--- config.mk ---
export PLATFORM = sky130hd
export DESIGN_NAME = minimips_instr_sequencer
export DESIGN_NICKNAME = d
export VERILOG_FILES = /design/src/rtl/minimips_instr_sequencer.sv
export SDC_FILE = /design/constraint.sdc
export NUM_CORES = 2
export LEC_CHECK = 0
export CORE_ASPECT_RATIO = 1.25
export CORE_MARGIN = 2
export CORE_UTILIZATION = 45
export DETAILED_ROUTE_END_ITERATION = 10
export PLACE_DENSITY = 0.76
export SYNTH_ARGS = -nofsm -noshare
export SYNTH_HDL_FRONTEND = slang
export SYNTH_SLANG_ARGS = --single-unit
--- constraint.sdc ---
create_clock -name clk -period 2.7 [get_ports clk]
set_clock_uncertainty 0.05 [all_clocks]
set_input_delay 0.675 -clock clk [delete_from_list [all_inputs] [get_ports clk]]
set_output_delay 0.675 -clock clk [all_outputs]
set_load 0.01 [all_outputs]
--- src/rtl/minimips_instr_sequencer.sv ---
// MiniMIPS instruction sequencer: loadable program store, PC walker, valid/ready issue stream.
// Define MINIMIPS_RESULT_CAPTURE_EN to add the result-capture RAM behind res_*/dbg_*.
module minimips_instr_sequencer #(
  parameter int INSTR_W  = 16,
  parameter int PC_W     = 6,
  parameter int RESULT_W = 32,
  parameter int COUNT_W  = 16
) (
  input  logic                clk,
  input  logic                rst_n,
  input  logic                prog_we,
  input  logic [PC_W-1:0]     prog_addr,
  input  logic [INSTR_W-1:0]  prog_data,
  input  logic                start,
  input  logic                stop,
  input  logic                loop_en,
  input  logic [PC_W-1:0]     last_addr,
  output logic                instr_valid,
  input  logic                instr_ready,
  output logic [INSTR_W-1:0]  instr,
  output logic [PC_W-1:0]     instr_pc,
  output logic                busy,
  output logic                done,
  output logic                prog_err,
  output logic [COUNT_W-1:0]  issue_cnt,
  input  logic                res_valid,
  input  logic [PC_W-1:0]     res_pc,
  input  logic [RESULT_W-1:0] res_data,
  input  logic [PC_W-1:0]     dbg_addr,
  output logic [RESULT_W-1:0] dbg_data
);

  localparam int DEPTH = 1 << PC_W;

  localparam logic [1:0] S_IDLE  = 2'd0;
  localparam logic [1:0] S_FETCH = 2'd1;
  localparam logic [1:0] S_ISSUE = 2'd2;
  localparam logic [1:0] S_DONE  = 2'd3;

  logic [1:0]         state;
  logic [PC_W-1:0]    pc;
  logic [PC_W-1:0]    last_q;
  logic               loop_q;
  logic               hs;
  logic               at_last;
  logic [PC_W-1:0]    pc_nxt;
  logic [INSTR_W-1:0] prog_mem [DEPTH];

  assign instr_valid = (state == S_ISSUE);
  assign busy        = (state == S_FETCH) || (state == S_ISSUE);
  assign hs          = instr_valid && instr_ready;
  assign at_last     = (pc == last_q);
  assign pc_nxt      = at_last ? '0 : pc + PC_W'(1);

  // Store is only writable outside a run, so issue reads never race a write.
  always_ff @(posedge clk) begin
    if (prog_we && !busy) prog_mem[prog_addr] <= prog_data;
  end

  always_ff @(posedge clk) begin
    if (!rst_n) begin
      state     <= S_IDLE;
      pc        <= '0;
      last_q    <= '0;
      loop_q    <= 1'b0;
      done      <= 1'b0;
      prog_err  <= 1'b0;
      issue_cnt <= '0;
      instr     <= '0;
      instr_pc  <= '0;
    end else begin
      prog_err <= prog_we && busy;
      if (hs && (issue_cnt != '1)) issue_cnt <= issue_cnt + COUNT_W'(1);
      case (state)
        S_IDLE, S_DONE: begin
          if (start && !stop) begin
            state     <= S_FETCH;
            pc        <= '0;
            loop_q    <= loop_en;
            last_q    <= last_addr;
            issue_cnt <= '0;
            done      <= 1'b0;
          end
        end
        S_FETCH: begin
          if (stop) begin
            state <= S_IDLE;
          end else begin
            state    <= S_ISSUE;
            instr    <= prog_mem[pc];
            instr_pc <= pc;
          end
        end
        default: begin
          if (stop) begin
            state <= S_IDLE;
          end else if (hs) begin
            if (at_last && !loop_q) begin
              state <= S_DONE;
              done  <= 1'b1;
            end else begin
              // Read the next word on the handshake edge to keep one issue per cycle.
              pc       <= pc_nxt;
              instr    <= prog_mem[pc_nxt];
              instr_pc <= pc_nxt;
            end
          end
        end
      endcase
    end
  end

`ifdef MINIMIPS_RESULT_CAPTURE_EN
  logic [RESULT_W-1:0] cap_mem [DEPTH];

  always_ff @(posedge clk) begin
    if (res_valid) cap_mem[res_pc] <= res_data;
  end

  always_ff @(posedge clk) begin
    if (!rst_n) dbg_data <= '0;
    else        dbg_data <= cap_mem[dbg_addr];
  end
`else
  logic unused_capture;
  assign unused_capture = ^{res_valid, res_pc, res_data, dbg_addr};
  assign dbg_data       = '0;
`endif

endmodule

==> results.json <==
{
  "wirelength_um": 185000,
  "required_ns": 3.24,
  "r2r_slack_ns": -0.15,
  "yosysTopAreaCell": "edfxtp_1",
  "pin_count": 154,
  "end_kind": "flip-flop",
  "ys_top_cells_by_count": "edfxtp_1 (1024), mux4_2 (419), nor2_1 (250)",
  "fin_nets": 3761,
  "start_util_pct": 45.3,
  "power_density_nw_per_um2": 607,
  "critical-path-max-stage-delay_ns": 0.37,
  "startpoint_type": "flip-flop",
  "final-instance-count-excl-fill": 5236,
  "drtAntennaViolNets": 0,
  "die-area_um2": 116000,
  "syn_area_um2": 51200,
  "clk_path_buf_depth": 3,
  "synth.most_common_cell": "edfxtp_1",
  "cp_cell_sequence": "ha_4 > xor2_4 > buf_4 > buf_6 > buf_16 > mux2i_1 > o21ai_0 > a22oi_1 > o21ai_1 > o22ai_2 > buf_4 > o2111ai_1 > o221a_1",
  "design_area_um2": 63400,
  "ir_drop_mv": 0.580,
  "max-cap-violations": 0,
  "drcViolationCount": 0,
  "path_max_fanout": 11,
  "fillers": 8320,
  "drv_slew": 0,
  "fmax_mhz": 351,
  "clk_pin_slew_ns": 0.07,
  "ys_ff_latch": 1085,
  "hold_viol": 0,
  "synth_flop_cell": "edfxtp_1",
  "netlist_instances": 3167,
  "synth.area.top_cells": "edfxtp_1 (60%), mux4_2 (18%), dfxtp_1 (2.4%), nor2_1 (1.8%), nand2_1 (1.5%)",
  "crit_family": "compound AO/OA/AOI/OAI gates",
  "detailedRoute.firstIterationViolations": 6529,
  "grt_max_degree": 81,
  "dp.cells": 4994,
  "async_flop_share_pct": 0,
  "port_buffers": 76,
  "cp.depth": 13,
  "total_power_mw": 38.5,
  "detailed_place_hpwl_um": 119000,
  "insertion_delay_ns": 0.70,
  "cts_tree": "done",
  "yosysWarnings": 0,
  "fin_util_pct": 56.1,
  "synth_top_area_share_pct": 60.1,
  "grt-ovfl-total": 0,
  "grt_pass1_vias": 36402,
  "dp_slack_ns": -0.698,
  "syn2layout_area_growth_pct": 23.9,
  "die_y_um": 381,
  "cts_sinks": 1085,
  "synth_area_per_cell_um2": 16.2,
  "grt_pass1_wl_um": 259000,
  "cts_hold_buf": 0,
  "p_leak_nw": 20.3,
  "gp_congestion": 1.03,
  "htree_levels": 3,
  "relSlewSlack_pct": 15.3,
  "worst_slack_ns": -0.149,
  "cts_made_buffers": 101,
  "placed_cell_area_um2": 58400,
  "antenna_found_initial": 7,
  "setup_violations": 15,
  "slowest_stage": "dfxtp_4",
  "vias": 36850,
  "path_class": "flip-flop to flip-flop",
  "outcome": "complete, but fails checks",
  "fin_crit_ns": 2.85,
  "cp.arrival_ns": 3.39,
  "worst_pin_slew_ns": 1.27,
  "die_w_um": 306,
  "yosysUniqueCellTypes": 86,
  "worst-path-buf-inv": 4,
  "violations": "setup timing",
  "track_usage_pct": 31.2,
  "whs_ns": 0.309,
  "drt-vias-per-instance": 7.04,
  "synth_edf_count": 1024,
  "rsz0062_at_grt": "yes",
  "setup_tns_ns": -1.67,
  "r2r_cells": 13,
  "rows": 138,
  "hp-class": "primary input to flip-flop",
  "fin_crit_sh_pct": 106,
  "dr.pass1.iters": 6,
  "drive_above_1_share_pct": 37.5,
  "post_drt_wl_per_cell_um": 35.3,
  "cts-root-buf": "clkbuf_16",
  "yosysSeqAreaShare_pct": 62.5,
  "path_common_cell": "buf_4",
  "coreArea_um2": 113000,
  "min_path_cells": 1
}
==> routing by layer <==
metal  part of all wire, %  GRT usage (%)  up-vias  wire length (µm)
met1                    30           36.6    18229             55800
li1                      -              -    14085                 -
met2                    45           47.8     3622             83800
met4                   9.9           25.4        6             18400
met3                    15           9.36      908             27000
met5                 0.025              0        -                47
==> worst paths after layout <==
path,endpoint,startpoint
setup / recovery,instr[0]$_SDFFE_PN0P_,pc[0]$_SDFFE_PN0P_
hold / removal,prog_mem[63][8]$_DFFE_PP_,prog_data[8]
setup reg to reg,instr[0]$_SDFFE_PN0P_,pc[0]$_SDFFE_PN0P_
hold reg to reg,instr_pc[4]$_SDFFE_PN0P_,instr_pc[4]$_SDFFE_PN0P_
==> sequential cells by signal, indices dropped and copies added (netlist names), named ones only <==
signal / flops
instr_pc: 6
issue_cnt: 16
instr: 16
loop_q: 1
prog_mem: 1024
prog_err: 1
state: 2
last_q: 6
pc: 6
done: 1
==> report_power, final <==
part	internal [mW]	switching, mW
Combinational	1.88	3.25
Sequential	18.5	0.128
Clock	8.25	6.45
Total	28.7	9.83
==> final cells by class <==
type	count	area [µm²]	share of cell area (%)
antenna	2	5.00	0.00789
clock buffer	120	2630	4.15
clock inverter	70	743	1.17
inverter	5	26.3	0.0414
multi-input combinational	1818	18800	29.6
sequential	1085	32000	50.5
tap	1470	1840	2.90
timing repair buffer	666	7400	11.7
==> cell usage in the layout, fill, tap and decap left out, types with 29 or more instances in the layout <==
master	n
a21oi_1	113
a22oi_1	34
a31oi_1	58
buf_12	148
buf_4	392
buf_6	29
clkbuf_16	107
clkdlybuf4s50_1	58
conb_1	32
dfxtp_1	50
edfxtp_1	1024
mux2i_1	48
mux4_2	419
nand2_1	207
nor2_1	181
nor2_2	70
nor3_1	29
o21ai_0	69
o221ai_1	34
o22ai_1	69
==> cell families after synthesis <==
group / synth area share [%]
other: 0.00733
XOR/XNOR: 0.509
AND/OR/NAND/NOR: 5.29
buffers and inverters: 2.99
adder cells (fa/ha/maj): 0.0978
multiplexers: 20.0
AO/OA/AOI/OAI: 8.56
flip-flops: 62.5
==> timing repair <==
item | 4_1_cts | 5_1_grt
resized for setup | 122 | 95
buffers inserted | 19 | 20
endpoints found under the hold margin | 0 | 0
endpoints found under the setup margin | 17 | 19
pin swaps | 16 | 28
cloned | 5 | 6
Power figures use the tool's default switching activity.
